<file path="config.mk">
export PLATFORM = sky130hd
export DESIGN_NAME = rv_alu_flat
export DESIGN_NICKNAME = d
export VERILOG_FILES = /design/src/rtl/rv_alu_if.sv /design/src/rtl/rv_alu.sv /design/src/flat_wrapper.sv
export SDC_FILE = /design/constraint.sdc
export NUM_CORES = 1
export LEC_CHECK = 0
export BUFFER_PORTS_ARGS = -buffer_cell sky130_fd_sc_hd__buf_2
export CAP_MARGIN = 20
export CORE_UTILIZATION = 40
export DETAILED_ROUTE_END_ITERATION = 16
export PLACE_DENSITY_LB_ADDON = 0.12
export SLEW_MARGIN = 20
export SYNTH_ARGS = -nofsm -noshare
export SYNTH_HDL_FRONTEND = slang
export SYNTH_SLANG_ARGS = --single-unit
</file>
<file path="constraint.sdc">
create_clock -name clk -period 6.4 [get_ports clk]
set_input_delay 0.64 -clock clk [delete_from_list [all_inputs] [get_ports clk]]
set_output_delay 0.64 -clock clk [all_outputs]
set_load 0.05 [all_outputs]
</file>
<file path="src/rtl/rv_alu_if.sv">
// Operand/result bundle between the execute-stage control and the RV32I ALU.
interface rv_alu_if;
  logic [31:0] oprand_a;
  logic [31:0] oprand_b;
  logic [3:0]  alu_sel;
  logic [31:0] alu_data;
  logic [31:0] alu_data_q;

  // Driver side: supplies operands and the operation, observes the results.
  modport master (
    output oprand_a,
    output oprand_b,
    output alu_sel,
    input  alu_data,
    input  alu_data_q
  );

  // ALU side: consumes operands, produces combinational and registered results.
  modport slave (
    input  oprand_a,
    input  oprand_b,
    input  alu_sel,
    output alu_data,
    output alu_data_q
  );
endinterface

</file>
<file path="src/rtl/rv_alu.sv">
// RV32I integer ALU. alu_data is purely combinational so forwarding and
// branch resolution can use it in the same cycle; alu_data_q is the copy
// that crosses into the EX/MEM pipeline register.
module rv_alu (
  input  logic     clk,
  input  logic     rst,
  rv_alu_if.slave  bus
);

  localparam logic [3:0] OP_ADD  = 4'd0;
  localparam logic [3:0] OP_SUB  = 4'd1;
  localparam logic [3:0] OP_SLT  = 4'd2;
  localparam logic [3:0] OP_SLTU = 4'd3;
  localparam logic [3:0] OP_XOR  = 4'd4;
  localparam logic [3:0] OP_OR   = 4'd5;
  localparam logic [3:0] OP_AND  = 4'd6;
  localparam logic [3:0] OP_SLL  = 4'd7;
  localparam logic [3:0] OP_SRL  = 4'd8;
  localparam logic [3:0] OP_SRA  = 4'd9;
  localparam logic [3:0] OP_LUI  = 4'd10;

  logic [31:0] op_a;
  logic [31:0] op_b;
  logic [4:0]  shamt;
  logic [32:0] diff;
  logic        lt_unsigned;
  logic        lt_signed;
  logic [31:0] alu_data_d;
  logic [31:0] alu_data_q;

  assign op_a  = bus.oprand_a;
  assign op_b  = bus.oprand_b;
  // Only the low five bits of B are a legal shift amount in RV32I.
  assign shamt = op_b[4:0];

  // One 33-bit subtractor serves SUB, SLT and SLTU. The extra MSB is the
  // borrow out, which is exactly the unsigned less-than result.
  assign diff        = {1'b0, op_a} - {1'b0, op_b};
  assign lt_unsigned = diff[32];
  // With differing signs the negative operand is the smaller one; with equal
  // signs the difference cannot overflow, so its sign bit is the answer.
  assign lt_signed   = (op_a[31] != op_b[31]) ? op_a[31] : diff[31];

  // Result mux; unused encodings return zero rather than X.
  always_comb begin
    alu_data_d = 32'd0;
    case (bus.alu_sel)
      OP_ADD:  alu_data_d = op_a + op_b;
      OP_SUB:  alu_data_d = diff[31:0];
      OP_SLT:  alu_data_d = {31'd0, lt_signed};
      OP_SLTU: alu_data_d = {31'd0, lt_unsigned};
      OP_XOR:  alu_data_d = op_a ^ op_b;
      OP_OR:   alu_data_d = op_a | op_b;
      OP_AND:  alu_data_d = op_a & op_b;
      OP_SLL:  alu_data_d = op_a << shamt;
      OP_SRL:  alu_data_d = op_a >> shamt;
      OP_SRA:  alu_data_d = $unsigned($signed(op_a) >>> shamt);
      OP_LUI:  alu_data_d = op_b;
      default: alu_data_d = 32'd0;
    endcase
  end

  // Pipeline copy of the result; no enable, stalls are handled upstream.
  always_ff @(posedge clk) begin
    if (rst) begin
      alu_data_q <= 32'd0;
    end else begin
      alu_data_q <= alu_data_d;
    end
  end

  assign bus.alu_data   = alu_data_d;
  assign bus.alu_data_q = alu_data_q;

endmodule

</file>
<file path="src/flat_wrapper.sv">
// flat-port wrapper written by rule: the top's interface ports become plain ports
module rv_alu_flat 
  (clk, rst, bus_oprand_a, bus_oprand_b, bus_alu_sel, bus_alu_data, bus_alu_data_q);
  rv_alu_if bus_i ();
  input  logic clk;
  input  logic rst;
  input wire logic [$bits(bus_i.oprand_a)-1:0] bus_oprand_a;
  input wire logic [$bits(bus_i.oprand_b)-1:0] bus_oprand_b;
  input wire logic [$bits(bus_i.alu_sel)-1:0] bus_alu_sel;
  output wire logic [$bits(bus_i.alu_data)-1:0] bus_alu_data;
  output wire logic [$bits(bus_i.alu_data_q)-1:0] bus_alu_data_q;
  assign bus_i.oprand_a = bus_oprand_a;
  assign bus_i.oprand_b = bus_oprand_b;
  assign bus_i.alu_sel = bus_alu_sel;
  assign bus_alu_data = bus_i.alu_data;
  assign bus_alu_data_q = bus_i.alu_data_q;
  rv_alu u_core (.clk(clk), .rst(rst), .bus(bus_i));
endmodule
</file>
==> results of run 1 <==
cells in the final DEF (no fill, tap or decap), drive strengths merged, types with 28 or more instances in the layout:
| master | synthesis | final |
|---|---|---|
| nand2 | 103 | 103 |
| buf | 51 | 171 |
| dfxtp | 32 | 32 |
| nor2b | 36 | 36 |
| nor2 | 181 | 181 |
| mux4 | 51 | 51 |
| nor3 | 43 | 43 |
| ha | 102 | 102 |
| inv | 95 | 95 |
| o211ai | 28 | 28 |
| mux2i | 49 | 49 |
| o21ai | 81 | 81 |
| a21oi | 132 | 132 |
final timing paths:
check,end,slack (ns),start
hold / removal,u_core.bus.alu_data_q[9],0.73,bus_oprand_b[9]
setup / recovery,bus_alu_data[31],0.61,bus_oprand_a[1]
kinds of logic (layout without fill, tap and decap cells):
family,count (synthesis),in the layout,synth area share [%]
AOI/OAI and AO/OA,471,471,31.5
and+or+nand+nor,453,453,20.6
buffers and inverters,212,274,8.47
muxes,115,115,17.8
adders and majority gates,105,105,13.2
DFF,32,32,6.32
xor gates and xnor gates,23,23,1.99
other,0,1,0
per-stage QoR:
| step | utilization [%] | hold WS, ns | std cells | instance area (um2) |
|---|---|---|---|---|
| CTS | 45.3 | 0.726 | 1797 | 11200 |
| global placement | 44.8 | 1.01 | 1790 | 11000 |
| floorplan | - | 0.712 | 1411 | 10100 |
| detailed placement | 44.8 | 1.03 | 1790 | 11000 |
| finish | 45.4 | 0.734 | 1798 | 11200 |
| global route | 45.3 | 0.787 | 1797 | 11200 |
area by class of cell:
class | instances | area (um2) | share of cell area (%)
clock inverter | 1 | 5.00 | 0.0448
inverter | 96 | 360 | 3.23
multi-input combinational | 1167 | 8660 | 77.6
timing repair buffer | 171 | 953 | 8.54
antenna | 1 | 2.50 | 0.0224
tap | 324 | 405 | 3.63
clock buffer | 6 | 129 | 1.15
sequential | 32 | 641 | 5.74
worst max-delay path: stages:
cell and delay, ns:
buf_2 0.19, inv_1 0.13, ha_1 0.33, nor2_1 0.14
o311ai_0 0.19, buf_4 0.20, a21oi_1 0.41, nand3_1 0.25
a21oi_1 0.41, o31ai_1 0.20, o21bai_1 0.21, a21oi_1 0.11
o21ai_0 0.21, fa_1 0.44, nand2_1 0.07, o21ai_0 0.08
a221o_1 0.36, or3_4 0.33, buf_2 0.22
where the power goes:
| group | internal (mW) | total [mW] | leakage [nW] | switching, mW |
|---|---|---|---|---|
| Clock | 0.142 | 0.247 | 0.0667 | 0.105 |
| Combinational | 0.357 | 1.11 | 4.62 | 0.753 |
| Sequential | 0.216 | 0.219 | 0.263 | 0.00328 |
layer usage:
metal	wire (um)	vias to the layer above
met5	0	-
met4	2790	0
met3	4270	131
met2	21600	647
met1	19900	5671
li1	-	5358
==> reports/metrics.cfg, run 1 <==
[final_layout]
nets=1648
num-fill-cells=2620
top_regs=u_core.bus.alu_data_q (32)
layout-drive-gt1-share_pct=18.0
largest_register=u_core.bus.alu_data_q
area_growth_pct=10.1
largest_reg_flops=32

[die]
pin_count=134
dieArea_um2=26000
core_um2=24600
start_util_pct=41.2
fp-row-count=57
fp.dieH_um=161
die_w_um=161

[grt]
grt_pass1_vias=11031
busiest_layer=met2
grt-ovfl-total=0
grt_pass1_wl_mm=71.8
grt_usage_pct=36.8
grt_antenna_before_repair=1
gr-usage-met2_pct=57.8
grtUsageMet1_pct=48.5
grt_max_degree=63
use_met3_pct=5.65

[worst_setup_path]
arrival_ns=5.15
worst-path-max-fanout=8
worstSetupPathType=input pin to output port
worst_setup_path_end_kind=output port
cp-start-kind=input pin
crit_required_ns=5.76

[logic_synthesis]
yosysTopAreaCell=ha_1
synth_top_cells_by_area=ha_1 13%, mux4_2 11%, nor2_1 6.7%
ys.flop_type=dfxtp_1
avgSynthCellArea_um2=7.18
yosys-top-cells-count=181 x nor2_1, 132 x a21oi_1, 103 x nand2_1, 102 x ha_1, 93 x inv_1
synth_top_area_share_pct=12.6
synth_area_um2=10100
yosysWarnings=0
async_flop_share_pct=0
seq_area_frac_synth_pct=6.32
synthesis.nets=1586
synth_seq_cells=32
synth-edff-count=0
synth_cells=1411
synth_cell_types=82
yosysMostFrequentCell=nor2_1

[place]
portBuffers=133
hpwl_mm=37.1
dp_worst_setup_slack_ns=0.742
gp_routability_congestion=1.01

[clock_tree]
cts_num_sinks=32
cts_made_buffers=5
htree_num_levels=2
cts_hold_buffers=0
cts_resized=0
cts_root_buf=clkbuf_16
cts_tree=done
clk_path_buf_depth=2
cts_setup_buffers=0
path_clk_slew_ns=0.06

[routing]
totalWireLength_mm=48.5
drt_iter0_drc=1410
postRouteAntennaNets=0
drc_errors=0
vias=11807
vias_per_cell=6.57
dr.pass1.iters=5
wl_per_cell_um=27.0

[power]
ir_drop_v=0.000103
p_per_area_nw_per_um2=141
leakage_nw=4.95
power_mw=1.58

[sta]
final.min_clock_period_ns=5.79
drv_slew=0
fin_tns_setup_ns=0
period_share_pct=90.5
setup_ws_ns=0.608
rsz0062_at_grt=false
max-slew-margin-rel_pct=27.1
max_freq_mhz=173
setup_violations=0
hold_violations=0
worst_pin_slew_ns=1.07

[worst_hold_path]
hold_depth=3
hold_class=input pin to flip-flop

[job]
cap_viol_max_count=0

[outcome]
status=complete, no violations

Power figures use the tool's default switching activity.
==> run 2, diff against run 1 <==
- CORE_ASPECT_RATIO: default -> 1.25
- CTS_BUF_LIST: default -> sky130_fd_sc_hd__clkbuf_8
==> run 2 against run 1 <==
- sequential power hardly changed
- cell area hardly changed
- utilization decreased by 0.12 points
- first-iteration DRC count fell by 12%
- worst setup slack got worse by 0.029 ns
- critical path depth fell by 1
- count of clock-buffer cells in the layout stayed put
==> reports/metrics.cfg, run 2 (synthesis results as in run 1) <==
[outcome]
status=complete, no violations  ; unchanged

[final_layout]
fin_cells=1808  ; was 1798
top_regs=u_core.bus.alu_data_q (32)  ; unchanged
largest_register=u_core.bus.alu_data_q  ; unchanged
diodes=0  ; was 1
area_growth_pct=10.1  ; about the same
layout_commonest_cell=nor2_1  ; unchanged
layout-drive-gt1-share_pct=18.2  ; was 18.0%
most-common-layout-cells=180 x nor2_1, 132 x a21oi_1, 132 x buf_2  ; was 179 x nor2_1, 132 x a21oi_1, 132 x buf_2
largest_reg_flops=32  ; unchanged
nets=1652  ; was 1648

[sta]
max_freq_mhz=172  ; was 173 MHz
max-slew-margin-rel_pct=37.4  ; was 27.1%
worst_pin_slew_ns=0.938  ; was 1.07 ns
period_share_pct=90.9  ; was 90.5%
fin_tns_setup_ns=0  ; unchanged
drv_slew=0  ; unchanged
final.min_clock_period_ns=5.82  ; was 5.79 ns
hold_violations=0  ; unchanged
setup_violations=0  ; unchanged
rsz0062_at_grt=false  ; unchanged

[die]
fp-row-count=64  ; was 57
fp.dieH_um=180  ; was 161 um
pin_count=134  ; unchanged
core_um2=24700  ; was 24600 um2
dieArea_um2=26000  ; about the same
die_w_um=144  ; was 161 um
start_util_pct=41.1  ; was 41.2%

[routing]
drt_iter0_drc=1246  ; was 1410
dr.pass1.iters=6  ; was 5
vias_per_cell=6.63  ; was 6.57
drc_errors=0  ; unchanged
vias=11982  ; was 11807
postRouteAntennaNets=0  ; unchanged
wl_per_cell_um=27.0  ; about the same
totalWireLength_mm=48.8  ; was 48.5 mm

[job]
cap_viol_max_count=0  ; unchanged

[grt]
grt_max_degree=65  ; was 63
grt_usage_pct=37.3  ; was 36.8%
grt_pass1_wl_mm=71.9  ; was 71.8 mm
grt-ovfl-total=0  ; unchanged
grt_antenna_before_repair=1  ; unchanged
grt_pass1_vias=11190  ; was 11031

[worst_setup_path]
crit_slowest_cell=fa_1  ; unchanged
arrival_ns=5.18  ; was 5.15 ns
worstSetupPathType=input pin to output port  ; unchanged
worst_setup_path_end_kind=output port  ; unchanged
cp-start-kind=input pin  ; unchanged
path_cells=buf_2, inv_1, ha_1, nor3b_1, or3_1, a21oi_1, nand3_1, a21oi_1, o31ai_1, o21bai_1, a21oi_1, o21ai_0, fa_1, nand2_1, o21ai_0, a221o_1, or3_4, buf_2  ; was buf_2, inv_1, ha_1, nor2_1, o311ai_0, buf_4, a21oi_1, nand3_1, a21oi_1, o31ai_1, o21bai_1, a21oi_1, o21ai_0, fa_1, nand2_1, o21ai_0, a221o_1, or3_4, buf_2
cp_common_cell=a21oi_1  ; unchanged
crit_required_ns=5.76  ; about the same
worst-path-max-fanout=10  ; was 8
worst_path_largest_cell_delay_ns=0.44  ; about the same

[place]
portBuffers=133  ; unchanged
placed_cells=1799  ; was 1790
gp_routability_congestion=0.996  ; was 1.01
hpwl_mm=37.7  ; was 37.1 mm

[clock_tree]
clk_path_buf_depth=2  ; unchanged
cts_num_sinks=32  ; unchanged
cts_hold_buffers=0  ; unchanged
cts_tree=done  ; unchanged
path_clk_slew_ns=0.08  ; was 0.06 ns
cts_resized=0  ; unchanged
cts_made_buffers=5  ; unchanged
cts_setup_buffers=0  ; unchanged
cts_root_buf=clkbuf_8  ; was clkbuf_16
htree_num_levels=2  ; unchanged

[power]
switchingPower_mw=0.856  ; was 0.861 mW
combPwrFrac_pct=73.5  ; was 70.5%
pwr-share-seq_pct=14.4  ; was 13.9%
p_clk_share_pct=12.1  ; was 15.6%
p_per_area_nw_per_um2=136  ; was 141 nW/um2
switching_share_pct=56.4  ; was 54.6%
p_int_mw=0.661  ; was 0.715 mW
ir_drop_v=0.0000979  ; was 0.000103 V
leakage_nw=4.95  ; about the same

[worst_hold_path]
hold_path_startpoint=bus_oprand_b[9]  ; unchanged
hold_class=input pin to flip-flop  ; unchanged
hold_depth=3  ; unchanged
hold_path_end=u_core.bus.alu_data_q[9]  ; unchanged

## run 2: routing by layer
layer	up-vias	share of wire [%]	GRT usage [%]
met5	-	0.027	0
met3	201	7.9	5.41
met4	2	8.7	26.6
met1	5700	38	46.3
met2	716	45	58.5
li1	5363	-	-
## run 2: power groups by stage
stage          clock, mW  sequential (mW)  combinational, mW
2_1_floorplan          0            0.285              0.699
3_3_place_gp           0            0.224               1.09
3_5_place_dp           0            0.224               1.09
4_1_cts            0.188            0.219               1.09
5_1_grt            0.196            0.221               1.18
6_report           0.183            0.219               1.11
## run 2: worst max path at each step
| stage | depth (start not counted) | start | slack, ns | to |
|---|---|---|---|---|
| finish | 18 | bus_oprand_a[5] | 0.58 | bus_alu_data[31] |
| global route | 19 | bus_oprand_b[3] | 0.29 | bus_alu_data[31] |
| floorplan | 20 | bus_oprand_b[2] | 1.06 | bus_alu_data[31] |
| global placement | 18 | bus_oprand_a[5] | 0.76 | bus_alu_data[31] |
| detailed placement | 18 | bus_oprand_a[5] | 0.72 | bus_alu_data[31] |
| CTS | 18 | bus_oprand_a[5] | 0.70 | bus_alu_data[31] |
## run 2: cell type report
| cell class | count | area, um2 |
|---|---|---|
| Clock buffer | 6 | 82.6 |
| Clock inverter | 2 | 11.3 |
| Fill cell | 2670 | 13500 |
| Inverter | 96 | 360 |
| Multi-Input combinational cell | 1167 | 8660 |
| Sequential cell | 32 | 641 |
| Tap cell | 330 | 413 |
| Timing Repair Buffer | 175 | 987 |
## run 2: worst max-delay path, delay by kind of cell
family,cells,cell delay [ns]
compound gates,8,2.04
buf+inv,3,0.49
simple gates,5,1.17
fa+ha+maj,2,0.83
## run 2: through the flow
step	instance area, um2	total power, mW	worst slack [ns]	hold slack (ns)	utilization, %
after floorplan	10100	0.983	1.06	0.712	-
after global placement	11100	1.31	0.761	1.01	44.8
after detailed placement	11100	1.31	0.719	1.02	44.8
after CTS	11100	1.50	0.699	0.683	45.2
after global routing	11200	1.60	0.289	0.701	45.2
final	11200	1.52	0.580	0.687	45.2
==> run 3, diff against run 2 <==
- TNS_END_PERCENT: default -> 30
- clock period: 6.4 -> 6.15 ns (I/O delays scaled with it)
==> run 3 against run 2 <==
- critical path depth stayed put
- count of clock-buffer cells in the layout stayed put
- global-route usage is 0.55 points lower
- first-iteration DRC count is 0.48% higher
- non-clock buffer count is 3 lower
- cell count is 0.17% lower
- utilization is 0.086 points lower
==> reports/metrics.cfg, run 3 (synthesis results as in run 1) <==
[worst_setup_path]
worstSetupPathType=input pin to output port  ; unchanged
crit_slowest_cell=fa_1  ; unchanged
worst-path-max-fanout=10  ; unchanged
cp_common_cell=a21oi_1  ; unchanged
cp-start-kind=input pin  ; unchanged
worst_path_largest_cell_delay_ns=0.44  ; about the same
crit_buf_inv=3  ; unchanged
path_cells=buf_2, inv_1, ha_1, nor3b_1, or3_1, a21oi_1, nand3_1, a21oi_1, o31ai_1, o21bai_1, a21oi_1, o21ai_0, fa_1, nand2_1, o21ai_0, a221o_1, or3_4, buf_2  ; unchanged
crit_required_ns=5.53  ; was 5.76 ns
worst_setup_path_end_kind=output port  ; unchanged
arrival_ns=5.09  ; was 5.18 ns
path_delay_family=compound AO/OA/AOI/OAI gates  ; unchanged

[power]
p_per_area_nw_per_um2=142  ; was 136 nW/um2
p_clk_share_pct=12.2  ; was 12.1%
switching_share_pct=56.5  ; was 56.4%
pwr-share-seq_pct=14.4  ; about the same
p_int_mw=0.687  ; was 0.661 mW
leakage_nw=4.93  ; was 4.95 nW
switchingPower_mw=0.892  ; was 0.856 mW
combPwrFrac_pct=73.4  ; was 73.5%
ir_drop_v=0.000123  ; was 0.0000979 V

[final_layout]
area_growth_pct=9.89  ; was 10.1%
diodes=0  ; unchanged
top_regs=u_core.bus.alu_data_q (32)  ; unchanged
largest_reg_flops=32  ; unchanged
nets=1649  ; was 1652
final-seq-area_um2=641  ; unchanged
post-route-util_pct=45.1  ; was 45.2%
most-common-layout-cells=180 x nor2_1, 132 x a21oi_1, 132 x buf_2  ; unchanged
largest_register=u_core.bus.alu_data_q  ; unchanged
fin_area_um2=11100  ; was 11200 um2
multi_input_area_um2=8670  ; was 8660 um2
layout_commonest_cell=nor2_1  ; unchanged
layout-drive-gt1-share_pct=18.1  ; was 18.2%
num-fill-cells=2687  ; was 2670

[sta]
fin_tns_setup_ns=0  ; unchanged
drv_slew=0  ; unchanged
worst_pin_slew_ns=0.914  ; was 0.938 ns
max_freq_mhz=175
final.min_clock_period_ns=5.71
max-slew-margin-rel_pct=38.4  ; was 37.4%
hold_violations=0  ; unchanged
rsz0062_at_grt=false  ; unchanged
setup_violations=0  ; unchanged
period_share_pct=92.8

[clock_tree]
path_clk_slew_ns=0.09  ; was 0.08 ns
clk_path_buf_depth=2  ; unchanged
cts_tree=done  ; unchanged
cts_made_buffers=5  ; unchanged
htree_num_levels=2  ; unchanged
cts_setup_buffers=0  ; unchanged
cts_root_buf=clkbuf_8  ; unchanged
cts_num_sinks=32  ; unchanged
cts_hold_buffers=0  ; unchanged
cts_resized=0  ; unchanged

[place]
hpwl_mm=37.1  ; was 37.7 mm
gp_routability_congestion=1.07  ; was 0.996
place_area_um2=11000  ; was 11100 um2
portBuffers=133  ; unchanged

[routing]
vias=11896  ; was 11982
drc_errors=0  ; unchanged
postRouteAntennaNets=0  ; unchanged
dr.pass1.iters=6  ; unchanged
wl_per_cell_um=26.8  ; was 27.0 um
vias_per_cell=6.59  ; was 6.63
drt_iter0_drc=1252  ; was 1246
totalWireLength_mm=48.3  ; was 48.8 mm

[grt]
grt_pass1_wl_mm=70.8  ; was 71.9 mm
grt_max_degree=67  ; was 65
grt_pass1_vias=10959  ; was 11190
grt-ovfl-total=0  ; unchanged
grt_usage_pct=36.8  ; was 37.3%
grt_antenna_before_repair=0  ; was 1

[die]
start_util_pct=41.1  ; unchanged
fp-row-count=64  ; unchanged
fp.dieH_um=180  ; unchanged
dieArea_um2=26000  ; unchanged
die_w_um=144  ; unchanged
core_um2=24700  ; unchanged
pin_count=134  ; unchanged

[outcome]
status=complete, no violations  ; unchanged

[worst_hold_path]
hold_path_end=u_core.bus.alu_data_q[9]  ; unchanged
hold_path_startpoint=bus_oprand_b[9]  ; unchanged
hold_depth=3  ; unchanged
hold_class=input pin to flip-flop  ; unchanged

[job]
cap_viol_max_count=0  ; unchanged

==> run 3: power by group through the flow <==
stage,combinational (mW),sequential (mW),clock [mW]
finish,1.16,0.228,0.193
global route,1.23,0.230,0.204
CTS,1.14,0.228,0.199
detailed placement,1.13,0.233,0
global placement,1.13,0.233,0
floorplan,0.727,0.296,0
==> run 3: area by class of cell <==
cell class	count	share of cell area (%)
Multi-Input combinational cell	1167	77.8
Timing Repair Buffer	172	8.63
Sequential cell	32	5.75
Tap cell	330	3.71
Inverter	96	3.24
Clock buffer	6	0.742
Clock inverter	2	0.101
==> run 3: worst max path at each step <==
stage               slack, ns       startpoint          endpoint  cells after the start
floorplan                0.86  bus_oprand_b[2]  bus_alu_data[31]                     20
global placement         0.62  bus_oprand_a[5]  bus_alu_data[31]                     18
detailed placement       0.53  bus_oprand_a[5]  bus_alu_data[31]                     18
CTS                      0.53  bus_oprand_a[5]  bus_alu_data[31]                     18
global route             0.28  bus_oprand_a[5]  bus_alu_data[31]                     18
finish                   0.44  bus_oprand_a[5]  bus_alu_data[31]                     18
==> run 3: per-layer routing <==
layer | share of wire, % | wire length, um | track usage (%)
met1 | 38 | 18500 | 44.9
met2 | 46 | 22300 | 59.6
met3 | 7.7 | 3720 | 5.06
met4 | 7.8 | 3760 | 24.2
met5 | 0 | 0 | 0
==> run 3: tightest hold or removal path: stages <==
cell and delay [ns]:
buf_2 0.10, a2111oi_0 0.12, a21oi_1 0.12
==> run 3: metrics by stage <==
step / power, mW / worst slack [ns] / hold slack, ns / instances
3_3_place_gp: 1.36 / 0.620 / 0.986 / 1797
2_1_floorplan: 1.02 / 0.863 / 0.687 / 1411
4_1_cts: 1.56 / 0.525 / 0.674 / 1805
3_5_place_dp: 1.36 / 0.529 / 1.01 / 1797
6_report: 1.58 / 0.443 / 0.670 / 1805
5_1_grt: 1.66 / 0.284 / 0.700 / 1805
